File: config.mk
export PLATFORM = sky130hd
export DESIGN_NAME = mram_serial_cmd_driver
export DESIGN_NICKNAME = d
export VERILOG_FILES = /design/src/rtl/mram_serial_cmd_driver.sv
export SDC_FILE = /design/constraint.sdc
export NUM_CORES = 1
export LEC_CHECK = 0
export CAP_MARGIN = 20
export CORE_ASPECT_RATIO = 0.7
export CORE_MARGIN = 8
export CORE_UTILIZATION = 45
export CTS_BUF_LIST = sky130_fd_sc_hd__clkbuf_4 sky130_fd_sc_hd__clkbuf_8
export CTS_CLUSTER_DIAMETER = 80
export DETAILED_ROUTE_END_ITERATION = 8
export PLACE_DENSITY = 0.7
export REMOVE_ABC_BUFFERS = 1
export SYNTH_ARGS = -nofsm -noshare
export SYNTH_HDL_FRONTEND = slang
export SYNTH_SLANG_ARGS = --single-unit
export TNS_END_PERCENT = 10
File: constraint.sdc
create_clock -name clk -period 3.8 [get_ports clk]
set_input_delay 0.76 -clock clk [delete_from_list [all_inputs] [get_ports clk]]
set_output_delay 0.76 -clock clk [all_outputs]
set_load 0.1 [all_outputs]
File: src/rtl/mram_serial_cmd_driver.sv
// mram_serial_cmd_driver
// Accepts one parallel MRAM command over a valid/ready handshake and turns it
// into the serial data_in / addr_in / read_write_sel frame of the MRAM top
// module. Reads are deserialised back into a response word. Between frames
// the top module is parked by holding its reset (mram_rst) high.
//
// Build option: define MRAM_DRV_RDMASK_EN to zero the byte lanes of the read
// response that were not selected by the command byte enables.
module mram_serial_cmd_driver #(
  parameter int ADDR_W     = 20,
  parameter int DATA_W     = 16,
  parameter int READ_LAT   = 2,
  parameter int GAP_CYCLES = 2
) (
  input  logic              clk,
  input  logic              rst,
  input  logic              cmd_valid,
  output logic              cmd_ready,
  input  logic              cmd_write,
  input  logic [1:0]        cmd_be,
  input  logic [ADDR_W-1:0] cmd_addr,
  input  logic [DATA_W-1:0] cmd_wdata,
  output logic              rsp_valid,
  input  logic              rsp_ready,
  output logic [DATA_W-1:0] rsp_rdata,
  output logic              ser_data,
  output logic              ser_addr,
  output logic [2:0]        rw_sel,
  output logic              mram_rst,
  input  logic              ser_rdata,
  output logic              busy
);

  // One shared down-phase counter covers the longest of the timed phases.
  localparam int MAX_AD  = (ADDR_W > DATA_W) ? ADDR_W : DATA_W;
  localparam int MAX_LG  = (READ_LAT > GAP_CYCLES) ? READ_LAT : GAP_CYCLES;
  localparam int MAX_CNT = (MAX_AD > MAX_LG) ? MAX_AD : MAX_LG;
  localparam int CNT_W   = $clog2(MAX_CNT + 1);
  localparam int LO_W    = DATA_W / 2;

  typedef enum logic [2:0] {
    S_IDLE,
    S_SETUP,
    S_SHIFT,
    S_WAIT,
    S_CAPTURE,
    S_RESP,
    S_GAP
  } state_t;

  state_t              state_q;
  logic [CNT_W-1:0]    cnt_q;
  logic [ADDR_W-1:0]   addr_sh_q;
  logic [DATA_W-1:0]   wdata_sh_q;
  logic                write_q;
  logic [DATA_W-1:0]   rdata_sh_q;
  logic                ser_rdata_q;
  logic                rsp_valid_q;
  logic [DATA_W-1:0]   rsp_rdata_q;
  logic                ser_data_q;
  logic                ser_addr_q;
  logic [2:0]          rw_sel_q;
  logic                mram_rst_q;
  logic [DATA_W-1:0]   lane_mask;
  logic [DATA_W-1:0]   rsp_word_d;

`ifdef MRAM_DRV_RDMASK_EN
  logic [1:0]          be_q;

  // Lower half of the word follows be[0], upper half follows be[1].
  for (genvar gi = 0; gi < DATA_W; gi++) begin : g_lane_mask
    if (gi < LO_W) begin : g_lo
      assign lane_mask[gi] = be_q[0];
    end else begin : g_hi
      assign lane_mask[gi] = be_q[1];
    end
  end
`else
  assign lane_mask = '1;
`endif

  // Final response word: shift register plus the last pending sample, masked.
  always_comb begin
    rsp_word_d = {rdata_sh_q[DATA_W-2:0], ser_rdata_q} & lane_mask;
  end

  // Input flop on the serial read line; the shift register consumes its
  // output one cycle later, which keeps the capture window aligned with the
  // edge where the first bit is actually sampled.
  always_ff @(posedge clk or posedge rst) begin
    if (rst) begin
      ser_rdata_q <= 1'b0;
    end else begin
      ser_rdata_q <= ser_rdata;
    end
  end

  // Command sequencer: state, phase counter, shift registers and all
  // registered outputs move together.
  always_ff @(posedge clk or posedge rst) begin
    if (rst) begin
      state_q     <= S_IDLE;
      cnt_q       <= '0;
      addr_sh_q   <= '0;
      wdata_sh_q  <= '0;
      write_q     <= 1'b0;
`ifdef MRAM_DRV_RDMASK_EN
      be_q        <= 2'b00;
`endif
      rdata_sh_q  <= '0;
      rsp_valid_q <= 1'b0;
      rsp_rdata_q <= '0;
      ser_data_q  <= 1'b0;
      ser_addr_q  <= 1'b0;
      rw_sel_q    <= 3'b000;
      mram_rst_q  <= 1'b1;
    end else begin
      case (state_q)
        S_IDLE: begin
          if (cmd_valid) begin
            write_q    <= cmd_write;
`ifdef MRAM_DRV_RDMASK_EN
            be_q       <= cmd_be;
`endif
            addr_sh_q  <= cmd_addr;
            wdata_sh_q <= cmd_write ? cmd_wdata : '0;
            cnt_q      <= '0;
            if (cmd_be == 2'b00) begin
              // Nothing to frame: writes just observe the gap, reads answer zero.
              if (cmd_write) begin
                state_q <= (GAP_CYCLES == 0) ? S_IDLE : S_GAP;
              end else begin
                state_q     <= S_RESP;
                rsp_valid_q <= 1'b1;
                rsp_rdata_q <= '0;
              end
            end else begin
              state_q    <= S_SETUP;
              rw_sel_q   <= {cmd_be, cmd_write};
              mram_rst_q <= 1'b0;
              ser_data_q <= 1'b0;
              ser_addr_q <= 1'b0;
            end
          end
        end

        S_SETUP: begin
          state_q    <= S_SHIFT;
          cnt_q      <= '0;
          ser_addr_q <= addr_sh_q[0];
          ser_data_q <= wdata_sh_q[0];
          addr_sh_q  <= addr_sh_q >> 1;
          wdata_sh_q <= wdata_sh_q >> 1;
        end

        S_SHIFT: begin
          if (cnt_q == CNT_W'(ADDR_W - 1)) begin
            cnt_q      <= '0;
            ser_addr_q <= 1'b0;
            ser_data_q <= 1'b0;
            if (write_q) begin
              rw_sel_q   <= 3'b000;
              mram_rst_q <= 1'b1;
              state_q    <= (GAP_CYCLES == 0) ? S_IDLE : S_GAP;
            end else begin
              state_q <= (READ_LAT == 0) ? S_CAPTURE : S_WAIT;
            end
          end else begin
            // Write data runs out after DATA_W bits because the register
            // back-fills with zeros.
            cnt_q      <= cnt_q + CNT_W'(1);
            ser_addr_q <= addr_sh_q[0];
            ser_data_q <= wdata_sh_q[0];
            addr_sh_q  <= addr_sh_q >> 1;
            wdata_sh_q <= wdata_sh_q >> 1;
          end
        end

        S_WAIT: begin
          if (cnt_q == CNT_W'(READ_LAT - 1)) begin
            cnt_q   <= '0;
            state_q <= S_CAPTURE;
          end else begin
            cnt_q <= cnt_q + CNT_W'(1);
          end
        end

        S_CAPTURE: begin
          rdata_sh_q <= {rdata_sh_q[DATA_W-2:0], ser_rdata_q};
          if (cnt_q == CNT_W'(DATA_W - 1)) begin
            cnt_q       <= '0;
            state_q     <= S_RESP;
            rsp_valid_q <= 1'b1;
            rsp_rdata_q <= rsp_word_d;
            rw_sel_q    <= 3'b000;
          end else begin
            cnt_q <= cnt_q + CNT_W'(1);
          end
        end

        S_RESP: begin
          if (rsp_ready) begin
            rsp_valid_q <= 1'b0;
            mram_rst_q  <= 1'b1;
            cnt_q       <= '0;
            state_q     <= (GAP_CYCLES == 0) ? S_IDLE : S_GAP;
          end
        end

        S_GAP: begin
          mram_rst_q <= 1'b1;
          if (cnt_q == CNT_W'(GAP_CYCLES - 1)) begin
            cnt_q   <= '0;
            state_q <= S_IDLE;
          end else begin
            cnt_q <= cnt_q + CNT_W'(1);
          end
        end

        default: begin
          state_q    <= S_IDLE;
          rw_sel_q   <= 3'b000;
          mram_rst_q <= 1'b1;
        end
      endcase
    end
  end

  assign cmd_ready = (state_q == S_IDLE);
  assign busy      = (state_q != S_IDLE);
  assign rsp_valid = rsp_valid_q;
  assign rsp_rdata = rsp_rdata_q;
  assign ser_data  = ser_data_q;
  assign ser_addr  = ser_addr_q;
  assign rw_sel    = rw_sel_q;
  assign mram_rst  = mram_rst_q;

endmodule

==> flow_summary.yaml, run 1 <==
outcome:
  outcome: "complete, no violations"
worst_setup_path:
  crit_slowest_cell: "nor3_1"
  critPathCaptureType: "primary output"
  required_ns: 3.04
  arrival_ns: 2.22
  path_class: "flip-flop to primary output"
  critPathBufInv: 1
  path_max_fanout: 26
  worst_setup_path_start_kind: "flip-flop"
  slowest_delay_ns: 0.73
  path_delay_family: "simple AND/OR/NAND/NOR gates"
  path_cells: "nor3_1 > buf_4"
die:
  io_pins: 69
  coreArea_um2: 9570
  start_util_pct: 45.8
  num_rows: 30
  die_w_um: 134
  die_area_um2: 13200
  die_h_um: 98.5
hold_path:
  hp-class: "flip-flop to flip-flop"
cts:
  tritoncts: "done"
  post_cts_buffers: 0
  clock-sinks: 84
  htree_levels: 3
  clockBufferDepth: 2
  cts_made_buffers: 9
  postCtsResizedCells: 0
  root_buffer: "clkbuf_8"
  path_clk_slew_ns: 0.09
  clk_latency_ns: 0.36
  cts_hold_buf: 0
power:
  total_leakage_power_nw: 2.39
  power_mw: 5.06
  vdd_drop_max_mv: 0.502
  cellPowerDensity_nw_per_um2: 953
route:
  finalWirelength_um: 9080
  drc: 0
  vias_per_cell: 5.05
  wl_per_cell_um: 15.4
  antenna_left: 0
  drt_iter0_markers: 207
  via_count: 2979
  dr.pass1.iters: 4
timing:
  tightest_slew_ns: 1.01
  finClkSkew_ns: 0.0135
  fin_crit_sh_pct: 78.3
  finalMaxSlewViolations: 0
  fin_crit_ns: 2.98
  rsz0062_at_grt: "no"
  hold_viol_final: 0
  fmax_mhz: 336
  finalSetupViolations: 0
  relSlewSlack_pct: 32.6
logic_synthesis:
  ys_top_cells_by_area: "dfrtp_1 47%, mux2i_1 8.2%, mux2_4 7.9%, mux2_2 6.9%, nand2_1 5.8%"
  synthSimpleGateAreaFrac_pct: 13.7
  synth_cell_type_count: 52
  synthMuxAreaShare_pct: 23.1
  synth_area_leader_cell: "dfrtp_1"
  synth_fa_ha_area_share_pct: 1.14
  yosysMostFrequentCell: "dfrtp_1"
  seq_area_frac_synth_pct: 48.0
  ys.flop_type: "dfrtp_1"
  synth.top_cells.by_count: "83 x dfrtp_1, 68 x nand2_1, 36 x mux2i_1"
  ys.warnings.count: 0
  netlist_instances: 391
  yosys.area_share.xor_xnor_pct: 0
  synth_seq_cells: 84
  netlist.area_leader.share_pct: 47.4
  synth_edf_count: 0
  synth_compound_area_share_pct: 7.74
  synth_top_family_by_area: "multiplexers"
  syn_avg_cell_area_um2: 11.2
  synthesis.area_um2: 4380
  async_reset_ff_share_pct: 100
final_layout:
  area_growth_pct: 21.3
  regArea_um2: 2100
  stdcell_area_um2: 5320
  diodes: 0
  multi_input_area_um2: 2000
  num-nets-final: 505
  drive_gt1_share_pct: 19.3
  fill_cells: 848
grt:
  grt_max_degree: 47
  grt_pass1_wl_um: 15200
  grt_use_total_pct: 14.2
  grt_pass1_vias: 3117
  grt.overflow.total: 0
  grt_antenna_before_repair: 0
placed_design:
  gp_congestion: 0.767
  hpwlAfterDp_um: 6300
  placed_area_um2: 5130
  port_buffers: 68
flow_run:
  cap_violations: 0
## layer usage
layer	GRT usage [%]	up-vias	share of wire [%]
met5	0	-	0
met3	5.79	2	5.7
met2	22.0	62	47
met1	18.0	1455	47
li1	-	1460	-
met4	3.53	0	0.42
## placed cells by master, fill, tap and decap left out, types with 2 or more instances in the layout
cell type	count
a22o_1	3
o31ai_1	2
nand4_1	7
nor2_1	8
o22ai_1	3
and2_1	8
a21oi_1	4
nand2_1	68
clkdlybuf4s50_1	66
mux2_2	27
nand3_1	6
buf_4	8
clkbuf_8	10
clkinv_2	3
mux2_4	23
a21oi_4	2
nor2b_1	2
nor3_1	3
o21ai_0	16
inv_1	33
mux2i_1	36
ha_1	4
a22oi_1	2
dfrtp_1	83
nand2b_1	3
## stage by stage
stage / cells / worst slack [ns] / hold slack (ns) / utilization, % / TNS, ns
after floorplan: 371 / -1.29 / 0.439 / - / -1.29
after global placement: 574 / 0.988 / 0.458 / 53.6 / 0
final: 590 / 0.824 / 0.482 / 55.5 / 0
after CTS: 590 / 0.779 / 0.486 / 55.5 / 0
after global routing: 590 / 0.710 / 0.508 / 55.5 / 0
after detailed placement: 574 / 0.941 / 0.462 / 53.6 / 0
## area by class of cell
type                            count  share of cell area [%]
Tap cell                          128                    3.01
Sequential cell                    84                    39.6
Multi-Input combinational cell    252                    37.6
Clock inverter                      5                   0.659
Timing Repair Buffer               75                    13.9
Inverter                           35                    2.50
Clock buffer                       11                    2.73
## flip-flops by register name (all words and copies together), names as in the netlist
name	flops
ser_rdata_q	1
rsp_valid	1
state_q	3
wdata_sh_q	16
rdata_sh_q	15
cnt_q	5
rsp_rdata	16
write_q	1
addr_sh_q	20
rw_sel	3
ser_data	1
mram_rst	1
ser_addr	1
## logic make-up after synthesis
logic type / after synthesis
muxes: 86
AOI/OAI and AO/OA: 45
buffers and inverters: 55
DFF: 84
and+or+nand+nor: 117
adders and majority gates: 4
## worst paths after layout
kind                                   to  slack, ns            from  depth (start not counted)
max                             cmd_ready       0.82      state_q[0]                          2
max in group asynchronous        ser_addr       2.33             rst                          3
min                        rdata_sh_q[12]       0.48  rdata_sh_q[12]                          2
min in group asynchronous    rsp_rdata[6]       0.80             rst                          2
min reg2reg                rdata_sh_q[12]       0.48  rdata_sh_q[12]                          2
max reg2reg                wdata_sh_q[13]       1.22      state_q[0]                          5
## worst reg2reg max path: cells and delay by family, from the launching register on
kind / cells / cell delay, ns
flops: 1 / 0.72
compound gates: 1 / 0.69
mux: 2 / 0.36
simple gates: 1 / 0.35
buf+inv: 1 / 0.34
## report_power, final
| part | internal (mW) | total [mW] | switching [mW] |
|---|---|---|---|
| sequential | 1.29 | 1.61 | 0.311 |
| clock | 0.264 | 0.587 | 0.323 |
| combinational | 1.16 | 2.87 | 1.72 |
| total | 2.71 | 5.06 | 2.35 |
Note: power is estimated with default switching activity, not from simulation.
==> run 2: changes to the inputs <==
PLACE_DENSITY = 0.72   (was 0.7)
clock period = 2.4 ns   (was 3.8 ns; I/O delays follow)
==> run 2 against run 1 <==
Net effect: routed wire length up 0.20%; sequential share of layout area down 0.66 points; sequential cell count unchanged; core utilization up 0.94 points; power up 62%; largest cell class unchanged; critical endpoint is now state_q[1]; cell count up 1.7%; first-iteration DRC count down 6.3%.
==> flow_summary.yaml, run 2 (synthesis gave the netlist of run 1 again) <==
die:
  die_w_um: 134
  die_h_um: 98.5
  coreArea_um2: 9570
  start_util_pct: 45.8
  io_pins: 69
  num_rows: 30
  die_area_um2: 13200
worst_setup_path:
  slowest_delay_ns: 0.48
  required_ns: 2.65
  arrival_ns: 2.50
  critPathCaptureType: "flip-flop"
  path_max_fanout: 5
  crit_slowest_cell: "or4b_1"
  path_delay_family: "compound AO/OA/AOI/OAI gates"
  cp_common_cell: "ha_1"
  path_class: "flip-flop to flip-flop"
  worst_setup_path_start_kind: "flip-flop"
  critPathBufInv: 1
  path_cells: "ha_1 > nand3_1 > inv_1 > ha_1 > or4b_1 > o41ai_2 > a211oi_2 > a221o_1"
timing:
  finalMaxSlewViolations: 0
  relSlewSlack_pct: 64.3
  fmax_mhz: 445
  hold_viol_final: 0
  tightest_slew_ns: 0.530
  finalSetupViolations: 0
  fin_crit_sh_pct: 93.6
  rsz0062_at_grt: "no"
  finClkSkew_ns: 0.00763
  timing.setup.tns_ns: 0
  worst_slack_ns: 0.155
  holdWs_ns: 0.482
  fin_crit_ns: 2.25
grt:
  grt_antenna_before_repair: 0
  grt.overflow.total: 0
  grt_pass1_wl_um: 15200
  grt_pass1_vias: 3068
  grt_use_total_pct: 14.3
  grt_max_degree: 85
outcome:
  outcome: "complete, no violations"
route:
  vias_per_cell: 5.11
  wl_per_cell_um: 15.2
  drt_iter0_markers: 194
  finalWirelength_um: 9090
  drc: 0
  via_count: 3068
  dr.pass1.iters: 4
  antenna_left: 0
cts:
  root_buffer: "clkbuf_8"
  postCtsResizedCells: 0
  clock-sinks: 84
  tritoncts: "done"
  clockBufferDepth: 2
  cts_made_buffers: 9
  cts_hold_buf: 0
  path_clk_slew_ns: 0.09
  post_cts_buffers: 0
  htree_levels: 3
  clk_latency_ns: 0.37
placed_design:
  gp_congestion: 0.855
  place_ws_ns: 0.174
  hpwlAfterDp_um: 6390
  port_buffers: 68
final_layout:
  largest_reg_flops: 20
  layout_commonest_cell: "dfrtp_1"
  largest_register: "addr_sh_q"
  fill_cells: 845
  num-nets-final: 515
  area_growth_pct: 23.4
  diodes: 0
  final_cell_mix: "83 x dfrtp_1, 68 x nand2_1, 43 x clkdlybuf4s50_1"
  drive_gt1_share_pct: 25.8
power:
  vdd_drop_max_mv: 0.880
  cellPowerDensity_nw_per_um2: 1520
  power_mw: 8.21
  total_leakage_power_nw: 2.49
flow_run:
  cap_violations: 0
hold_path:
  hp-class: "flip-flop to flip-flop"
run 2: worst paths after layout:
path,from,endpoint,slack (ns),depth (start not counted)
worst max-delay path,cnt_q[0],state_q[1],0.15,8
worst min-delay path,ser_rdata_q,rdata_sh_q[0],0.48,2
worst max register to register,cnt_q[0],state_q[1],0.15,8
worst min register to register,ser_rdata_q,rdata_sh_q[0],0.48,2
max in group asynchronous,rst,mram_rst,1.52,3
min in group asynchronous,rst,rsp_rdata[8],0.52,3
run 2: final cells by class:
cell class / count / area [um2] / share of cell area (%)
Sequential cell: 84 / 2100 / 38.9
Multi-Input combinational cell: 252 / 2000 / 37.0
Timing Repair Buffer: 85 / 821 / 15.2
Tap cell: 128 / 160 / 2.96
Clock buffer: 12 / 159 / 2.94
Inverter: 35 / 133 / 2.45
Clock inverter: 4 / 31.3 / 0.579
run 2: worst min-delay path, stage by stage (launching register included):
cell and delay [ns]:
dfrtp_1 0.36, nand2_1 0.05, nand2_1 0.05
run 2: power by group:
part	internal (mW)	total, mW	leakage (nW)	switching, mW
clock network	0.450	0.974	0.100	0.524
registers	2.05	2.49	1.05	0.439
logic	1.93	4.75	1.34	2.82
run 2: metrics by stage:
stage / utilization [%] / area, um2 / cells
global route: 56.5 / 5410 / 600
floorplan: - / 4230 / 371
global placement: 54.5 / 5220 / 584
finish: 56.5 / 5410 / 600
CTS: 56.5 / 5410 / 600
detailed placement: 54.5 / 5220 / 584
run 2: per-layer routing:
| metal | global-route usage, % | wire length [um] | vias to the layer above |
|---|---|---|---|
| met5 | 0 | 0 | - |
| met4 | 6.10 | 159 | 0 |
| met3 | 5.03 | 552 | 16 |
| met2 | 20.7 | 4030 | 74 |
| met1 | 18.9 | 4350 | 1497 |
| li1 | - | - | 1481 |
==> run 3: changes to the inputs <==
CAP_MARGIN = 10   (was 20)
==> results of run 3 <==
No change in the layout: final DEF, timing and power equal those of run 2.
